## config.mk

```make
export PLATFORM = sky130hd
export DESIGN_NAME = mem_fill_pattern
export DESIGN_NICKNAME = d
export VERILOG_FILES = /design/src/rtl/mem_fill_pkg.sv /design/src/rtl/mem_fill_pattern.sv
export SDC_FILE = /design/constraint.sdc
export NUM_CORES = 1
export LEC_CHECK = 0
export ABC_CLOCK_PERIOD_IN_PS = 1800
export BUFFER_PORTS_ARGS = -buffer_cell sky130_fd_sc_hd__buf_2
export CAP_MARGIN = 30
export CELL_PAD_IN_SITES_DETAIL_PLACEMENT = 1
export CELL_PAD_IN_SITES_GLOBAL_PLACEMENT = 1
export CORE_AREA = 10 10 55 57
export DETAILED_ROUTE_END_ITERATION = 12
export DIE_AREA = 0 0 65 67
export GPL_ROUTABILITY_DRIVEN = 0
export PLACE_DENSITY_LB_ADDON = 0.1
export SLEW_MARGIN = 20
export SYNTH_ARGS = -nofsm -noshare
export SYNTH_HDL_FRONTEND = slang
export SYNTH_SLANG_ARGS = --single-unit
```

## constraint.sdc

```tcl
create_clock -name vclk -period 1.8
set_input_delay 0 -clock vclk [all_inputs]
set_output_delay 0 -clock vclk [all_outputs]
set_load 0.05 [all_outputs]
```

## src/rtl/mem_fill_pkg.sv

```systemverilog
// Shared types and constants for the memory fill/check engine.
// State encoding, pattern mode codes and default widths.
package mem_fill_pkg;
  localparam int DEF_ADDR_W   = 16;
  localparam int DEF_DATA_W   = 8;
  localparam int DEF_ERRCNT_W = 8;

  localparam logic [1:0] MODE_CONST    = 2'd0;
  localparam logic [1:0] MODE_ADDR_XOR = 2'd1;
  localparam logic [1:0] MODE_INCR     = 2'd2;

  typedef enum logic [1:0] {
    IDLE,
    WRITE,
    READ,
    DONE
  } state_t;
endpackage

```

## src/rtl/mem_fill_pattern.sv

```systemverilog
// Pattern generator shared by the write and compare paths.
// Reserved mode falls back to the constant seed.
module mem_fill_pattern
  import mem_fill_pkg::*;
#(
  parameter int DATA_W = DEF_DATA_W
) (
  input  logic [1:0]        i_mode,
  input  logic [DATA_W-1:0] i_seed,
  input  logic [DATA_W-1:0] i_idx,
  input  logic [DATA_W-1:0] i_addr,
  output logic [DATA_W-1:0] o_data
);
  always_comb begin
    o_data = i_seed;
    case (i_mode)
      MODE_ADDR_XOR: o_data = i_addr ^ i_seed;
      MODE_INCR:     o_data = i_seed + i_idx;
      default:       o_data = i_seed;
    endcase
  end
endmodule

```

==> results of run 1 <==
[logic make-up after synthesis]
kind of cell | after synthesis | synth area share (%)
compound gates | 31 | 35.3
simple gates | 24 | 22.4
mux | 4 | 6.78
buf+inv | 13 | 8.01
fa+ha+maj | 10 | 21.8
xor+xnor | 4 | 5.75
[metrics by stage]
step                      setup TNS (ns)  instances  utilization [%]  cell area [um^2]  setup WS, ns
final                                  0        148             45.8               890        0.0989
after global routing             -0.0518        148             45.8               890       -0.0292
after CTS                              0        147             43.2               840        0.0491
after detailed placement        -0.00531        147             43.1               837      -0.00531
after global placement                 0        147             43.1               837        0.0361
after floorplan                   -0.148         86                -               622        -0.148
[worst max path at each step]
stage | end | slack [ns] | cells past startpoint
finish | o_data[6] | 0.1 | 11
global route | o_data[6] | -0.03 | 11
CTS | o_data[6] | 0.05 | 11
detailed placement | o_data[6] | -0.005 | 11
global placement | o_data[6] | 0.04 | 11
floorplan | o_data[6] | -0.15 | 9
[cell usage after synthesis]
cell	number
a21oi_1	4
nand2_1	5
mux2_2	1
o311ai_1	1
o21ai_0	8
ha_1	9
o21ai_1	2
o21bai_1	1
clkbuf_1	2
xnor2_1	2
nor2b_1	6
o22ai_1	2
a211oi_1	1
o31ai_1	1
xor2_1	2
nor2_1	3
a211oi_4	1
nor3_2	1
and3_1	1
a21o_2	1
mux2i_1	3
o2111a_1	1
buf_1	1
fa_1	1
a31oi_1	1
a22oi_1	4
nand2b_1	4
a32oi_1	2
inv_1	10
nor3b_1	3
a21o_1	1
nor3_1	1
[power breakdown]
part	internal [W]	switching, W
Combinational	0.000139	0.000211
Sequential	0	0
Clock	0	0
Total	0.000139	0.000211
[per-layer routing]
metal / wire (um) / up-vias / share of wire (%)
met3: 109 / 0 / 5.1
met5: 0 / - / 0
met1: 905 / 341 / 42
li1: - / 381 / -
met4: 0 / 0 / 0
met2: 1140 / 25 / 53
[critical path: cells and delay by family]
| kind | cells | cell delay [ns] |
|---|---|---|
| buf+inv | 3 | 0.34 |
| fa+ha+maj | 2 | 0.49 |
| simple gates | 2 | 0.22 |
| xor+xnor | 1 | 0.18 |
| compound gates | 3 | 0.47 |
[layout make-up]
cell class                      instances  area, um^2  area share (%)
Inverter                               10        37.5            4.22
Multi-Input combinational cell         73         601            67.5
Tap cell                               27        33.8            3.80
Timing Repair Buffer                   38         218            24.5
[repair_timing]
item,CTS,global route
endpoints found under the hold margin,0,0
pin swaps,0,7
gates resized for setup,1,11
gates cloned,0,0
endpoints found under the setup margin,1,3
setup buffers,0,1
==> Implementation_results.wiki, run 1 <==
{| class="wikitable"
! Metric !! Value
|-
| Residual DRC count || 0
|-
| Maximum Capacitance Violations || 0
|-
| Total global routing track utilization || 9.19%
|-
| Worst-path cell with the longest stage delay || fa_2
|-
| Data arrival at the endpoint of the critical path || around 1.7 ns
|-
| Count of sequential standard cells || 0
|-
| Slew headroom || 74.8%
|-
| Share of the synthesized area in the top cell type || 18.5%
|-
| Mapped Nets || 122
|-
| Dominant cells by area after synthesis || ha_1, o21ai_0, inv_1
|-
| Biggest area consumer among synthesized cells || ha_1
|-
| Required @ worst endpoint || around 1.8 ns
|-
| Router iterations before antenna repair || 3
|-
| Sequential cell area || 0 um^2
|-
| Number of hold violations in the final report || 0
|-
| Via count of the first global-routing pass || 847
|-
| Chain of cells forming the critical path || buf_4 > ha_4 > inv_2 > fa_2 > nor2b_1 > o21ai_1 > nand2b_1 > a31oi_1 > xor2_1 > o311ai_2 > buf_6
|-
| Final WL || about 2200 um
|-
| Total Die Area || 4360 um^2
|-
| Start point of the critical path || i_seed[0]
|-
| Most common cell after layout, fill and taps aside || buf_2
|-
| Global-route wire length before repair || between 3000 and 4000 um
|-
| Sequential share of the synthesized area || 0%
|-
| Residual antenna-violating net count after detailed routing || 0
|-
| Endpoint of the worst hold-timing path || o_data[6]
|-
| Crit. End Element || output port
|-
| Via density per instance || ~5.0
|-
| Initial antenna violation count || 0
|-
| Startpoint class of the critical path || primary input
|-
| Largest net degree at the start of global routing || 13
|-
| Ratio of total power to cell area || 393 nW/um^2
|-
| M1 GR Usage || under 10%
|-
| Core region area || 1940 um^2
|-
| Crit Path Class || primary input to output port
|-
| Highest-count cells in the layout ignoring fill and taps || buf_2, inv_1, ha_1
|-
| Leakage Power || 0.433 nW
|-
| Instance count along the most critical hold path || 4
|-
| Class of the most critical hold timing path || primary input to output port
|-
| Setup violators final || 0
|-
| Tcrit/Tclk final || about 95%
|-
| Avg Cell Area, Syn || 7.09 um^2
|-
| Average wire per standard cell || 14.5 um
|-
| Outcome || complete, no violations
|-
| Fraction of final layout cells with drive strength greater than 1 || 39.7%
|-
| Chip Height || between 60 and 70 um
|-
| Count of clock-net buffers in the final layout || 0
|-
| HPWL after detailed placement || roughly 1800 um
|-
| Met3 usage in global routing || about 1.8%
|-
| Maximum vdd drop || 0.192 mV
|-
| Largest stage delay, worst path || 0.36 ns
|-
| Total inserted antenna cells || 0
|-
| Die X-Extent || between 60 and 70 um
|-
| Overall power after layout || 0.000349 W
|-
| Number of I/O pins || 34
|-
| Violation count after the first detailed-routing iteration || 9
|-
| Cell row count || 16
|-
| Layout area overhead || 46.0%
|-
| Count of mapped cells out of synthesis || 86
|-
| Fmax || 588 MHz
|-
| Number of distinct standard cells referenced by the synthesized netlist || 32
|-
| Count of filler cells inserted in the layout || 268
|-
| Summed instance area of the synthesized netlist || a little over 600 um^2
|-
| Highest net fanout along the worst path || 3
|-
| Starting density of the core || about a third
|-
| Final #Nets || 159
|-
| Remaining global-route overflow || 0
|-
| DR vias || 747
|-
| Busiest layer in global routing || met2
|-
| Synth Warn # || 0
|-
| Grt met2 use || 19.5%
|-
| Slew Viols, Final || 0
|-
| Final worst path period need || between 1.5 and 2 ns
|-
| Hold path start || i_seed[6]
|-
| Worst hold slack || 0.405 ns
|-
| Number of buffers added to fix hold violations after cts || 0
|-
| Number of input and output port buffers inserted || 34
|-
| Transition at the pin with the smallest max-transition slack || 0.378 ns
|}
Note: power is estimated with default switching activity, not from simulation.
==> run 2: changes to the inputs <==
ABC_CLOCK_PERIOD_IN_PS = 1700   (was 1800)
clock period = 1.7 ns   (was 1.8 ns; I/O delays follow)
==> run 2 against run 1 <==
Compared with the run above: via count up 5.5%; global-route usage up 0.71 points; sequential share of layout area unchanged; setup slack improved by 0.0075 ns; critical endpoint unchanged; die area did not move; routed wire length rose by 6.9%; first-iteration DRC count rose to 3.3 times the previous value; design area grew 13%; total power is 19% higher; core utilization grew 5.9 points.
==> Implementation_results.wiki, run 2 (synthesis results as in run 1) <==
{| class="wikitable"
! Metric !! Value
|-
| Data arrival at the endpoint of the critical path || 1.59 ns (-0.11 ns)
|-
| Sequential cell area || 0 um^2 (unchanged)
|-
| Met2 Routed Length || 1230 um (+8.4%)
|-
| Die X-Extent || 65 um (unchanged)
|-
| Total inserted antenna cells || 0 (unchanged)
|-
| Fmax || 627 MHz
|-
| DR vias || 788 (+5.5%)
|-
| Residual antenna-violating net count after detailed routing || 0 (unchanged)
|-
| Top layer in use || met3
|-
| Count of clock-net buffers in the final layout || 0 (unchanged)
|-
| Maximum vdd drop || 0.171 mV (-11%)
|-
| Violation count after the first detailed-routing iteration || 30 (+21)
|-
| Starting density of the core || 31.4% (unchanged)
|-
| RSZ-0062 raised after global routing || true
|-
| Total Negative Setup Slacks || 0 ns (unchanged)
|-
| Final worst path period need || 1.59 ns
|-
| Router iterations before antenna repair || 3 (unchanged)
|-
| Final instance count without filler cells || 154 (+4.1%)
|-
| Chip Height || 67 um (unchanged)
|-
| Setup violators final || 0 (unchanged)
|-
| Cell row count || 16 (unchanged)
|-
| Core region area || 1940 um^2 (unchanged)
|-
| Outcome || complete, no violations
|-
| Class of the most critical hold timing path || primary input to output port
|-
| Tcrit/Tclk final || between 90% and 100%
|-
| Routed metal-1 wire length || 942 um (+4.1%)
|-
| Number of I/O pins || 34 (unchanged)
|-
| Placed Cells incl. Taps || 154 (+4.8%)
|-
| Highest net fanout along the worst path || 2 (-1)
|-
| Layout area overhead || 64.9%
|-
| Final WL || 2300 um (+6.9%)
|-
| Detail Route met3 WL || 126 um (+16%)
|-
| HPWL after detailed placement || 2000 um (+8.8%)
|-
| Largest net degree at the start of global routing || 12 (-1)
|-
| Count of sequential standard cells || 0 (unchanged)
|-
| Via count of the first global-routing pass || 888 (+4.8%)
|-
| Slew headroom || 73.7% (-1.1 points)
|-
| Ratio of total power to cell area || 413 nW/um^2 (+5.2%)
|-
| Slew Viols, Final || 0 (unchanged)
|-
| Residual DRC count || 0 (unchanged)
|-
| Total global routing track utilization || 9.90% (+0.71 points)
|-
| Layout Utilization || 51.7% (+5.9 points)
|-
| Average wire per standard cell || 14.9 um (+2.7%)
|-
| Crit Path Class || primary input to output port
|-
| Transition at the pin with the smallest max-transition slack || 0.394 ns (+0.0158 ns)
|-
| Crit. End Element || output port
|-
| Number of post-CTS setup repair buffers || 0 (unchanged)
|-
| Via density per instance || 5.12 (+1.4%)
|-
| Most common cell after layout, fill and taps aside || buf_2
|-
| Leakage Power || 0.475 nW (+9.7%)
|-
| Count of filler cells inserted in the layout || 270 (+0.75%)
|-
| Number of input and output port buffers inserted || 34 (unchanged)
|-
| Overall power after layout || 0.000415 W (+19%)
|-
| Total Die Area || 4360 um^2 (unchanged)
|-
| Global-route wire length before repair || 3720 um (+6.3%)
|-
| Number of hold violations in the final report || 0 (unchanged)
|-
| Required @ worst endpoint || 1.70 ns (-0.10 ns)
|-
| Initial antenna violation count || 0 (unchanged)
|-
| Remaining global-route overflow || 0 (unchanged)
|-
| Maximum Capacitance Violations || 0 (unchanged)
|-
| Fraction of final layout cells with drive strength greater than 1 || 47.2% (+7.6 points)
|-
| Highest-count cells in the layout ignoring fill and taps || buf_2, buf_4, inv_1, nor2b_1, o21ai_0
|-
| Worst hold slack || 0.415 ns (+0.0106 ns)
|-
| Final #Nets || 165 (+3.8%)
|-
| Startpoint class of the critical path || primary input
|}
run 2: cell types whose count changed in the layout (fill, tap and decap cells not counted):
cell,delta
o21ai_2,+2
o21ai_1,-2
o311ai_2,-1
ha_1,-3
ha_4,+3
buf_4,+4
buf_8,+2
o311ai_4,+1
inv_1,-1
inv_2,+1
run 2: final cells by class:
| cell class | count | area, um^2 | area share (%) |
|---|---|---|---|
| Inverter | 10 | 37.5 | 3.74 |
| Tap cell | 27 | 33.8 | 3.36 |
| Timing Repair Buffer | 44 | 278 | 27.6 |
| Multi-Input combinational cell | 73 | 656 | 65.3 |
run 2: timing repair:
| item | CTS | global route |
|---|---|---|
| gates resized for setup | 3 | 18 |
| cloned | 0 | 0 |
| endpoints found under the setup margin | 2 | 4 |
| hold buffers | 0 | 0 |
| pin swaps | 3 | 8 |
run 2: worst max-delay path, stage by stage:
cell and delay, ns:
buf_8 0.07, ha_4 0.12, inv_2 0.04, fa_2 0.35, nor2b_1 0.11, o21ai_1 0.07, nand2b_1 0.09, a31oi_1 0.09
xor2_1 0.19, o311ai_4 0.27, buf_6 0.19
run 2: worst paths after layout:
kind	start	end	slack [ns]	cells past startpoint
worst max-delay path	i_idx[0]	o_data[6]	0.11	11
worst min-delay path	i_seed[7]	o_data[7]	0.42	4
run 2: layer usage:
layer / up-vias / global-route usage, %
met2: 23 / 20.1
met5: - / 0
met1: 363 / 10.8
met3: 0 / 1.84
met4: 0 / 0.267
li1: 402 / -
run 2: metrics by stage:
stage | worst slack [ns] | cell area, um^2
global placement | -0.0421 | 903
finish | 0.106 | 1000
detailed placement | -0.0610 | 903
global route | -0.0322 | 1000
floorplan | -0.0533 | 636
CTS | 0.0134 | 912
run 2: report_power, final:
part,internal (W),total [W],switching [W]
sequential,0,0,0
clock,0,0,0
combinational,0.000176,0.000415,0.000239
total,0.000176,0.000415,0.000239
==> run 3: changes to the inputs <==
ABC_AREA = 0   (was unset)
PLACE_DENSITY_LB_ADDON = 0.2   (was 0.1)
==> run 3 against run 2 <==
Compared with the run above: sequential share of layout area unchanged; routed wire length increased by 8.1%; global-route usage increased by 1.0 points; die area unchanged; largest cell class unchanged; hold slack improved by 0.024 ns; largest power group unchanged; total power increased by 6.3%; clock-buffer cell count unchanged; first-iteration DRC count decreased by 73%; critical endpoint unchanged; combinational power increased by 6.3%; via count decreased by 1.8%; design area increased by 3.4%; final cell count unchanged.
==> Implementation_results.wiki, run 3 (synthesis results as in run 1) <==
{| class="wikitable"
! Metric !! Value
|-
| Total Die Area || 4360 um^2 (unchanged)
|-
| Number of I/O pins || 34 (unchanged)
|-
| Fmax || 603 MHz (-4.0%)
|-
| Residual antenna-violating net count after detailed routing || 0 (unchanged)
|-
| Transition at the pin with the smallest max-transition slack || 0.417 ns (+0.0231 ns)
|-
| Combinational fraction of design power || 100.0% (about the same)
|-
| Residual DRC count || 0 (unchanged)
|-
| DR vias || 774 (-1.8%)
|-
| Sequential cell area || 0 um^2 (unchanged)
|-
| Class of the most critical hold timing path || primary input to output port
|-
| Fraction of power consumed by sequential logic || 0% (unchanged)
|-
| Switch Pwr || 0.000254 W (+6.5%)
|-
| Layout area overhead || 70.4%
|-
| Clock group share of total power || 0% (unchanged)
|-
| Leakage Power || 0.477 nW (+0.42%)
|-
| Count of clock-net buffers in the final layout || 0 (unchanged)
|-
| RSZ-0062 raised after global routing || true
|-
| Highest net fanout along the worst path || 2 (unchanged)
|-
| Final WL || 2490 um (+8.1%)
|-
| Startpoint class of the critical path || primary input
|-
| Internal Pwr Total || 0.000187 W (+6.0%)
|-
| Via count of the first global-routing pass || 862 (-2.9%)
|-
| Number of input and output port buffers inserted || 34 (unchanged)
|-
| Layout Utilization || 53.5% (+1.7 points)
|-
| Slew Viols, Final || 0 (unchanged)
|-
| Die X-Extent || 65 um (unchanged)
|-
| Total global routing track utilization || 10.9% (+1.0 points)
|-
| Starting density of the core || 31.4% (unchanged)
|-
| Total inserted antenna cells || 0 (unchanged)
|-
| Slew headroom || 72.2% (-1.5 points)
|-
| Worst Setup Slack post-DPL || -0.162 ns (-0.101 ns)
|-
| Tcrit/Tclk final || 97.6% (+3.9 points)
|-
| Data arrival at the endpoint of the critical path || 1.66 ns (+0.07 ns)
|-
| Router iterations before antenna repair || 3 (unchanged)
|-
| Outcome || complete, no violations
|-
| Chip Height || 67 um (unchanged)
|-
| Final worst path period need || 1.66 ns (+0.0658 ns)
|-
| Most common cell after layout, fill and taps aside || buf_2
|-
| Final #Nets || 165 (unchanged)
|-
| Initial antenna violation count || 0 (unchanged)
|-
| Largest net degree at the start of global routing || 13 (+1)
|-
| Worst path setup slack after routing || 0.0405 ns (-0.0658 ns)
|-
| Global-route wire length before repair || 4020 um (+8.1%)
|-
| Highest-count cells in the layout ignoring fill and taps || buf_2, buf_4, inv_1
|-
| Via density per instance || 5.03 (-1.8%)
|-
| Violation count after the first detailed-routing iteration || 8 (-73%)
|-
| Final standard cell area without fillers || 1040 um^2 (+3.4%)
|-
| Maximum Capacitance Violations || 0 (unchanged)
|-
| Switching part of the total power || 57.7% (+0.10 points)
|-
| Number of hold violations in the final report || 0 (unchanged)
|-
| Crit. End Element || output port
|-
| Count of sequential standard cells || 0 (unchanged)
|-
| Crit Path Class || primary input to output port
|-
| Placed instance area || 888 um^2 (-1.7%)
|-
| Maximum vdd drop || 0.230 mV (+35%)
|-
| Average wire per standard cell || 16.1 um (+8.1%)
|-
| Required @ worst endpoint || 1.70 ns (about the same)
|-
| Setup violators final || 0 (unchanged)
|-
| Ratio of total power to cell area || 425 nW/um^2 (+2.8%)
|-
| HPWL after detailed placement || 1960 um (-2.0%)
|-
| Core region area || 1940 um^2 (unchanged)
|-
| Cell row count || 16 (unchanged)
|-
| Remaining global-route overflow || 0 (unchanged)
|-
| Fraction of final layout cells with drive strength greater than 1 || 49.6% (+2.4 points)
|}
run 3: cell counts in the layout (fill, tap and decap cells not counted):
Identical to the previous run, type by type.
run 3: area by class of cell:
type                       instances  area [um^2]
inverter                          10         37.5
fill                             258          903
tap                               27         33.8
timing repair buffer              44          277
multi-input combinational         73          691
run 3: power groups by stage:
stage          Sequential, W  Combinational, W  Clock [W]
6_report                   0          0.000441          0
5_1_grt                    0          0.000480          0
4_1_cts                    0          0.000398          0
3_5_place_dp               0          0.000374          0
3_3_place_gp               0          0.000361          0
2_1_floorplan              0          0.000256          0
run 3: per-layer routing:
layer	track usage, %	vias to the layer above	share of wire [%]
met3	1.67	0	4.1
met4	0	0	0
li1	-	395	-
met5	0	-	0
met2	21.1	19	52
met1	13.0	360	44
run 3: worst paths after layout:
path / from / to / slack [ns] / cells after the start
setup / recovery: i_seed[0] / o_data[6] / 0.04 / 11
hold / removal: i_seed[7] / o_data[7] / 0.44 / 4
run 3: per-stage QoR:
step | total power [W] | hold slack, ns | setup TNS, ns | cells
after floorplan | 0.000256 | 0.224 | -0.0780 | 86
after global placement | 0.000361 | 0.463 | -0.0750 | 152
final | 0.000441 | 0.440 | 0 | 154
after CTS | 0.000398 | 0.449 | 0 | 153
after detailed placement | 0.000374 | 0.476 | -0.201 | 152
after global routing | 0.000480 | 0.480 | -0.110 | 154
run 3: what timing repair did:
action,CTS,global route
gates resized for setup,12,15
setup endpoints to repair,2,3
setup buffers,1,1
hold buffers,0,0
pin swaps,7,10
cloned,0,0
run 3: worst max-delay path, cell delays in order:
cell and delay, ns:
buf_8 0.08, ha_4 0.13, inv_2 0.03, fa_2 0.33, nor2b_1 0.12, o21ai_1 0.07
nand2b_1 0.15, a31oi_4 0.12, xor2_2 0.17, o311ai_4 0.25, buf_6 0.20
